### src/rtl/pad_bus_pkg.sv
// Shared types and constants for the pad bus arbiter: FSM state, pad phase codes, owner codes.
package pad_bus_pkg;

  typedef enum logic [2:0] {IDLE, ADL, ADH, WDAT, RDAT} state_t;

  localparam logic [1:0] LH_ADL  = 2'd0;
  localparam logic [1:0] LH_ADH  = 2'd1;
  localparam logic [1:0] LH_WDAT = 2'd2;
  localparam logic [1:0] LH_RDAT = 2'd3;

  localparam logic OWN_CPU = 1'b0;
  localparam logic OWN_DMA = 1'b1;

endpackage

### src/rtl/pad_rr_arb.sv
// Two-way round-robin grant between CPU and DMA; purely combinational.
module pad_rr_arb
  import pad_bus_pkg::*;
(
  input  logic cpu_req,
  input  logic dma_req,
  input  logic cpu_ack,
  input  logic dma_ack,
  input  logic last_owner,
  output logic grant_valid,
  output logic grant_owner
);

  logic cpu_elig;
  logic dma_elig;

  always_comb begin
    // a requester being acked this cycle still shows its old req; ignore it
    cpu_elig    = cpu_req & ~cpu_ack;
    dma_elig    = dma_req & ~dma_ack;
    grant_valid = cpu_elig | dma_elig;
    if (cpu_elig && dma_elig)
      grant_owner = ~last_owner;
    else
      grant_owner = dma_elig ? OWN_DMA : OWN_CPU;
  end

endmodule

### src/rtl/pad_bus_arbiter.sv
// Multiplexed 8-bit pad bus owner: arbitrates CPU/DMA and runs ADL -> ADH -> data phases.
// Optional stall timeout (parameter TIMEOUT) is enabled by defining PADARB_TIMEOUT_EN.
module pad_bus_arbiter
  import pad_bus_pkg::*;
#(
  parameter int unsigned TIMEOUT = 255
)
(
  input  logic        clk,
  input  logic        reset,
  input  logic        cpu_req,
  input  logic        cpu_we,
  input  logic [15:0] cpu_addr,
  input  logic [7:0]  cpu_wdata,
  output logic        cpu_ack,
  output logic [7:0]  cpu_rdata,
  input  logic        dma_req,
  input  logic        dma_we,
  input  logic [15:0] dma_addr,
  input  logic [7:0]  dma_wdata,
  output logic        dma_ack,
  output logic [7:0]  dma_rdata,
  output logic [7:0]  pad_do,
  output logic        pad_oe,
  output logic [1:0]  pad_lh,
  input  logic [7:0]  pad_di,
  input  logic        pad_rdy,
  output logic        owner,
  output logic        busy,
  output logic        err
);

  state_t      state, state_nxt;
  logic        last_owner;
  logic        lat_we;
  logic [15:0] lat_addr;
  logic [7:0]  lat_wdata;
  logic        grant_valid, grant_owner;
  logic        done, abort;

  pad_rr_arb u_arb (
    .cpu_req    (cpu_req),
    .dma_req    (dma_req),
    .cpu_ack    (cpu_ack),
    .dma_ack    (dma_ack),
    .last_owner (last_owner),
    .grant_valid(grant_valid),
    .grant_owner(grant_owner)
  );

`ifdef PADARB_TIMEOUT_EN
  localparam logic [7:0] STALL_LAST = 8'(TIMEOUT - 1);
  logic [7:0] stall_cnt;
`endif

  always_comb begin
    state_nxt = state;
    done      = 1'b0;
    abort     = 1'b0;
    case (state)
      IDLE:       if (grant_valid) state_nxt = ADL;
      ADL:        if (pad_rdy) state_nxt = ADH;
      ADH:        if (pad_rdy) state_nxt = lat_we ? WDAT : RDAT;
      WDAT, RDAT: if (pad_rdy) begin
                    state_nxt = IDLE;
                    done      = 1'b1;
                  end
      default:    state_nxt = IDLE;
    endcase
`ifdef PADARB_TIMEOUT_EN
    // this stall cycle is the TIMEOUT-th one in the current phase
    if (state != IDLE && !pad_rdy && stall_cnt == STALL_LAST) begin
      state_nxt = IDLE;
      abort     = 1'b1;
    end
`endif
  end

  always_comb begin
    pad_do = '0;
    pad_lh = LH_ADL;
    pad_oe = 1'b1;
    case (state)
      ADL:  pad_do = lat_addr[7:0];
      ADH:  begin
              pad_do = lat_addr[15:8];
              pad_lh = LH_ADH;
            end
      WDAT: begin
              pad_do = lat_wdata;
              pad_lh = LH_WDAT;
            end
      RDAT: begin
              pad_lh = LH_RDAT;
              pad_oe = 1'b0;
            end
      default: ;
    endcase
  end

  assign busy = (state != IDLE);

  always_ff @(posedge clk or posedge reset) begin
    if (reset) begin
      state      <= IDLE;
      last_owner <= OWN_DMA;
      owner      <= OWN_CPU;
      lat_we     <= 1'b0;
      lat_addr   <= '0;
      lat_wdata  <= '0;
      cpu_ack    <= 1'b0;
      dma_ack    <= 1'b0;
      err        <= 1'b0;
      cpu_rdata  <= '0;
      dma_rdata  <= '0;
    end else begin
      state   <= state_nxt;
      cpu_ack <= (done | abort) && owner == OWN_CPU;
      dma_ack <= (done | abort) && owner == OWN_DMA;
      err     <= abort;
      if (state == IDLE && grant_valid) begin
        owner      <= grant_owner;
        last_owner <= grant_owner;
        lat_we     <= (grant_owner == OWN_DMA) ? dma_we    : cpu_we;
        lat_addr   <= (grant_owner == OWN_DMA) ? dma_addr  : cpu_addr;
        lat_wdata  <= (grant_owner == OWN_DMA) ? dma_wdata : cpu_wdata;
      end
      if (state == RDAT && done) begin
        if (owner == OWN_DMA) dma_rdata <= pad_di;
        else                  cpu_rdata <= pad_di;
      end
      if (abort && !lat_we) begin
        if (owner == OWN_DMA) dma_rdata <= 8'hFF;
        else                  cpu_rdata <= 8'hFF;
      end
    end
  end

`ifdef PADARB_TIMEOUT_EN
  always_ff @(posedge clk or posedge reset) begin
    if (reset)
      stall_cnt <= '0;
    else if (state == IDLE || state_nxt != state)
      stall_cnt <= '0;
    else if (!pad_rdy)
      stall_cnt <= stall_cnt + 8'd1;
  end
`endif

endmodule

### config.mk
export PLATFORM = sky130hd
export DESIGN_NAME = pad_bus_arbiter
export DESIGN_NICKNAME = d
export VERILOG_FILES = /design/src/rtl/pad_bus_pkg.sv /design/src/rtl/pad_rr_arb.sv /design/src/rtl/pad_bus_arbiter.sv
export SDC_FILE = /design/constraint.sdc
export NUM_CORES = 1
export LEC_CHECK = 0
export ABC_AREA = 1
export BUFFER_PORTS_ARGS = -buffer_cell sky130_fd_sc_hd__buf_2
export CORE_MARGIN = 10
export CORE_UTILIZATION = 55
export CTS_BUF_LIST = sky130_fd_sc_hd__clkbuf_8
export DETAILED_ROUTE_END_ITERATION = 8
export PLACE_DENSITY = 0.95
export SYNTH_ARGS = -nofsm -noshare
export SYNTH_HDL_FRONTEND = slang
export SYNTH_SLANG_ARGS = --single-unit
### constraint.sdc
create_clock -name clk -period 4.4 [get_ports clk]
set_input_delay 0.88 -clock clk [delete_from_list [all_inputs] [get_ports clk]]
set_output_delay 0.88 -clock clk [all_outputs]
set_load 0.01 [all_outputs]
==> summary.md, run 1 <==
| Metric | Value |
|---|---|
| Clk sinks | 48 |
| Core region area | 0.00444 mm² |
| Fraction of registers with async set/reset | 100% |
| Hold path startpoint | last_owner |
| Crit-path cells | nor3_2, nand2_1, nand3_1, buf_2 |
| Leak Pwr | 1.81 nW |
| Site row count | 24 |
| Type of origin of the critical path | flip-flop |
| Warnings, synthesis | 0 |
| Synthesized flop and latch total | 48 |
| Pwr Density | 656 mW/mm² |
| Largest net degree at the start of global routing | 49 |
| Logic pwr share | 45.5% |
| Root buffer cell | clkbuf_8 |
| H-tree depth | 2 |
| Clock Skews | 0.0124 ns |
| Status | finished, final reports clean |
| Final GP Congestion | 0.842 |
| First-pass GRT wire length | 11.6 mm |
| Num CTS Buffers | 5 |
| Hold depth | 2 |
| Synth top area share | 45.4% |
| Layout fillers | roughly 340 |
| Netlist cell types | 24 |
| Routed vias | approximately 2500 |
| Syn Nets | 413 |
| Hold crit path type | reg2reg |
| IO Pins | 95 |
| Flop pwr share | just under 40% |
| Sw Share | around 44% |
| Part of the power in the clock network | 15.8% |
| Worst EP arrival | 1.91 ns |
| Setup ws final | between 1.5 and 2 ns |
| RSZ-0062 raised after global routing | false |
| Top_reg_cell synth | dfrtp_1 |
| Slack of the worst reg-to-reg path | 1.97 ns |
| Worst slack, placed | 1.55 ns |
| DRC | 0 |
| WL/cell | 14.6 µm |
| CP max FO | 9 |
| Buf/Inv on CP | 1 |
| Most common cell in the netlist | nand2_1 |
| R2R Path End | lat_wdata[1] |
| Fmax | 358 MHz |
| Setup CP Type | reg2out |
| Port Buffers | 93 |
| Sw power | 0.000905 W |
| Worst reg-to-reg path cell count | 5 |
| MaxCap Viol Count | 0 |
| Tcrit/Tclk final | a little under two thirds |
| Final Hold Viols | 0 |
| Area delta synth->final | 20.8% |
| CTS max path bufs | 2 |
| Synth area leader | dfrtp_1 |
| Top cells by area, synth | dfrtp_1 45%, nand2_1 24%, nand3_1 6.8%, inv_1 4.8%, o21ai_0 3.7% |
| Synth top cells by count | 163 x nand2_1, 47 x dfrtp_1, 35 x nand3_1 |
| Layout cells sized above 1 | about 28% |
| # resized after CTS | 0 |
| Overall Global Routing Usage | approximately 18% |
| Fin util | 70.4% |
| Initial core utilization | 58.3% |
| Slew Viols, Final | 0 |
| Worst-Margin Slew | 1.02 ns |
| Slowest stage delay, CP | 0.63 ns |
| HPWL Detailed | 5.26 mm |
| Routed wire length | 7.12 mm |
| WHS Endpoint | last_owner |
| Die Footprint | around 0.0079 mm² |
| Crit path max-delay family | simple AND/OR/NAND/NOR gates |
| Crit end category | primary output |
| Pint | between 0.001 and 0.0015 W |
| Clk slew on worst S/H paths | 0.10 ns |
| DR iter-0 viols | 180 |
| Setup_tns | 0 ns |
| Skew-Pair Late Insertion Delay | 0.31 ns |
| Hold Slack | slightly below 0.5 ns |
| Worst Path Required | 3.52 ns |
| DRT Pass-1 Iters | 4 |
| Slew Limit Headroom | 32.0% |
| Tmin final | 2.79 ns |
| GRT overflow | 0 |
| Die Span Y | roughly 89 µm |
| Reg2reg start | last_owner |
| DIE WIDTH | ~89 µm |
| Seq/Total Area, Yosys | 46.4% |
| Mapped Cells | 350 |
| Setup Fix Bufs, Post-CTS | 0 |
| Peak supply drop | about 0.32 mV |
| EDFF count, synth | 0 |
| CP max stage cell | nor3_2 |
| Ant. Diodes | 0 |
| Antenna viol nets, final | 0 |
| CTS tree | built |
| Initial antenna violation count | 0 |
| Syn avg cell area | ~7.4 µm² |
| Final setup vio count | 0 |
| Final nets | around 500 |
| Synth Cell Area | 0.00259 mm² |
| Hold-fix buffers, CTS | 0 |
| DR vias/cell | 5.17 |
| Vias in the first global route | 2570 |
flip-flops by register name (all words and copies together) (netlist names):
name / cells
lat_we: 1
cpu_ack: 1
lat_wdata: 8
last_owner: 1
dma_ack: 1
owner: 1
dma_rdata: 8
state: 3
cpu_rdata: 8
lat_addr: 16
worst min-delay path: stages, from the launching register on:
cell,delay [ns]
dfstp_2,0.38
nand2_1,0.05
nand2_1,0.05
logic make-up after synthesis:
family          Yosys count  synth area share [%]
simple gates            228                  40.1
buf+inv                  54                  9.71
flops                    48                  46.4
compound gates           19                  3.67
other cells               1                 0.145
cell usage in the layout (no fill, tap or decap), drive strengths merged:
master	count
buf	93
bufinv	1
clkbuf	5
clkinv	2
clkinvlp	1
conb	1
dfrtp	47
dfstp	1
inv	38
nand2	169
nand3	36
nand3b	9
nand4	3
nor2	7
nor3	4
o21ai	19
power groups by stage:
stage | clock (W) | sequential, W | combinational (W)
2_1_floorplan | 0 | 0.000805 | 0.000634
3_3_place_gp | 0 | 0.000784 | 0.000894
3_5_place_dp | 0 | 0.000795 | 0.000935
4_1_cts | 0.000327 | 0.000792 | 0.000940
5_1_grt | 0.000339 | 0.000821 | 0.00106
6_report | 0.000325 | 0.000794 | 0.000935
per-layer routing:
| metal | vias up | share of wire [%] | global-route usage [%] |
|---|---|---|---|
| met5 | - | 0 | 0 |
| met4 | 0 | 2.0 | 8.37 |
| met3 | 13 | 9.1 | 4.50 |
| met2 | 105 | 48 | 30.0 |
| met1 | 1163 | 40 | 22.2 |
| li1 | 1243 | - | - |
worst max path at each step:
stage,startpoint,to,slack [ns],cells after the start
3_3_place_gp,cpu_req,lat_wdata[2],1.70,6
4_1_cts,state[2],pad_do[5],1.64,4
6_report,state[2],pad_do[5],1.61,4
2_1_floorplan,reset,cpu_ack,2.38,1
5_1_grt,state[2],pad_do[5],1.51,4
3_5_place_dp,cpu_req,lat_wdata[1],1.55,6
final cells by class:
type / instances / area (µm²) / area share [%]
flip-flops and latches: 48 / 1200 / 38.4
multi-input cells: 248 / 1140 / 36.3
repair buffers: 93 / 465 / 14.9
inverters: 39 / 149 / 4.76
clock buffers: 5 / 68.8 / 2.20
well taps: 52 / 65.1 / 2.08
clock inverters: 3 / 42.5 / 1.36
per-stage QoR:
stage / cells / cell area [µm²] / total power (W)
finish: 488 / 3130 / 0.00205
global placement: 480 / 3020 / 0.00168
detailed placement: 480 / 3020 / 0.00173
global route: 488 / 3130 / 0.00222
floorplan: 350 / 2590 / 0.00144
CTS: 488 / 3130 / 0.00206
Power figures use the tool's default switching activity.
==> run 2: changes to the inputs <==
CORE_UTILIZATION = 46   (was 55)
PLACE_DENSITY = 0.85   (was 0.95)
clock period = 2.4 ns   (was 4.4 ns; I/O delays follow)
==> run 2 against run 1 <==
Net effect:
- critical path depth increased by 1
- die area rose by 15%
- global-route usage is 1.8 points lower
==> summary.md, run 2 (synthesis gave the netlist of run 1 again) <==
| Metric | Value |
|---|---|
| Status | finished, final reports clean (unchanged) |
| Clk slew on worst S/H paths | 0.09 ns (was 0.10 ns) |
| Slew Limit Headroom | 63.9% (was 32.0%) |
| Area delta synth->final | 25.3% (was 20.8%) |
| Most frequent cells in the layout | 163 x nand2_1, 93 x buf_2, 47 x dfrtp_1 (unchanged) |
| Layout fillers | 507 (was 335) |
| Setup CP Type | reg2out (unchanged) |
| Routed wire length | 7.12 mm (about the same) |
| Setup Fix Bufs, Post-CTS | 0 (unchanged) |
| Fmax | 463 MHz |
| CTS tree | built (unchanged) |
| Layout cells sized above 1 | 28.6% (was 28.0%) |
| Worst Path Required | 1.92 ns (was 3.52 ns) |
| DIE WIDTH | 95.1 µm (was 88.6 µm) |
| Final Hold Viols | 0 (unchanged) |
| Clk sinks | 48 (unchanged) |
| Biggest register | lat_addr (unchanged) |
| Initial antenna violation count | 0 (unchanged) |
| Antenna viol nets, final | 0 (unchanged) |
| Slowest stage delay, CP | 0.52 ns (was 0.63 ns) |
| Buf/Inv on CP | 2 (was 1) |
| Hold crit path type | in2async (was reg2reg) |
| Initial core utilization | 47.3% (was 58.3%) |
| Leak Pwr | 1.86 nW (was 1.81 nW) |
| Largest net degree at the start of global routing | 31 (was 49) |
| HPWL Detailed | 5.34 mm (was 5.26 mm) |
| Crit path max-delay family | simple AND/OR/NAND/NOR gates (unchanged) |
| H-tree depth | 2 (unchanged) |
| Final setup vio count | 0 (unchanged) |
| First-pass GRT wire length | 12.1 mm (was 11.6 mm) |
| Routed vias | 2497 (was 2524) |
| Setup ws final | 0.240 ns (was 1.61 ns) |
| GRT overflow | 0 (unchanged) |
| Most common cell after layout, fill and taps aside | nand2_1 (unchanged) |
| Hold-fix buffers, CTS | 0 (unchanged) |
| Setup_tns | 0 ns (unchanged) |
| Crit-path cells | inv_2, nor3_4, nand2_1, nand3_1, buf_2 (was nor3_2, nand2_1, nand3_1, buf_2) |
| Type of origin of the critical path | flip-flop (unchanged) |
| MaxCap Viol Count | 0 (unchanged) |
| RSZ-0062 raised after global routing | false (unchanged) |
| WL/cell | 13.9 µm (was 14.6 µm) |
| Vias in the first global route | 2705 (was 2570) |
| CTS max path bufs | 2 (unchanged) |
| Tcrit/Tclk final | about nine tenths |
| Worst slack, placed | 0.612 ns (was 1.55 ns) |
| Worst EP arrival | 1.68 ns (was 1.91 ns) |
| Worst-Margin Slew | 0.541 ns (was 1.02 ns) |
| Die Span Y | 95.1 µm (was 88.6 µm) |
| Core region area | 0.00547 mm² (was 0.00444 mm²) |
| # resized after CTS | 0 (unchanged) |
| DRC | 0 (unchanged) |
| DRT Pass-1 Iters | 4 (unchanged) |
| Skew-Pair Late Insertion Delay | 0.30 ns (was 0.31 ns) |
| CP max FO | 9 (unchanged) |
| Crit end category | primary output (unchanged) |
| Port Buffers | 93 (unchanged) |
| CP max stage cell | dfrtp_1 (was nor3_2) |
| Peak supply drop | 0.539 mV (was 0.322 mV) |
| Num CTS Buffers | 5 (unchanged) |
| Tmin final | roughly 2.2 ns |
| Root buffer cell | clkbuf_8 (unchanged) |
| DR iter-0 viols | 229 (was 180) |
| Ant. Diodes | 0 (unchanged) |
| Site row count | 27 (was 24) |
| Overall Global Routing Usage | 16.5% (was 18.3%) |
| Reg2reg start | last_owner (unchanged) |
| Slew Viols, Final | 0 (unchanged) |
| IO Pins | 95 (unchanged) |
| Worst Setup SP | state[1] (was state[2]) |
| DR vias/cell | 4.88 (was 5.17) |
| Pwr Density | 1230 mW/mm² (was 656 mW/mm²) |
| Final GP Congestion | 0.836 (was 0.842) |
| Final nets | 502 (was 498) |
| Clock Skews | 0.00423 ns (was 0.0124 ns) |
| Largest register FFs | 16 (unchanged) |
| Die Footprint | 0.00904 mm² (was 0.00786 mm²) |
[run 2: metrics by stage]
step           cell area (µm²)  instances  hold WS (ns)  power (W)  util [%]
6_report                  3250        512         0.204    0.00399      59.3
5_1_grt                   3250        512         0.248    0.00436      59.3
4_1_cts                   3250        512         0.230    0.00403      59.3
3_5_place_dp              3090        504         0.464    0.00321      56.4
3_3_place_gp              3090        504         0.461    0.00314      56.4
2_1_floorplan             2590        350         0.447    0.00264         -
[run 2: layout make-up]
class / count / area, µm² / area share, %
Sequential cell: 48 / 1200 / 37.0
Multi-Input combinational cell: 248 / 1140 / 35.0
Timing Repair Buffer: 97 / 508 / 15.7
Inverter: 39 / 149 / 4.59
Clock inverter: 3 / 90.1 / 2.78
Tap cell: 72 / 90.1 / 2.78
Clock buffer: 5 / 68.8 / 2.12
[run 2: worst paths after layout]
check / slack, ns / cells past startpoint / end
worst max-delay path: 0.24 / 5 / pad_do[1]
worst min-delay path: 0.20 / 2 / lat_addr[1]
worst max register to register: 0.67 / 6 / lat_wdata[7]
worst min register to register: 0.48 / 2 / last_owner
max in group asynchronous: 1.66 / 3 / lat_we
min in group clk: 0.41 / 3 / cpu_rdata[1]
[run 2: power breakdown]
| part | internal (W) | switching, W |
|---|---|---|
| combinational | 0.000618 | 0.00111 |
| clock | 0.000521 | 0.000272 |
| sequential | 0.00120 | 0.000262 |
[run 2: routing by layer]
layer	vias to the layer above	share of wire, %	global-route usage, %
li1	1253	-	-
met1	1130	42	19.5
met2	102	46	27.2
met3	12	11	6.44
met4	0	1.5	4.61
met5	-	0	0
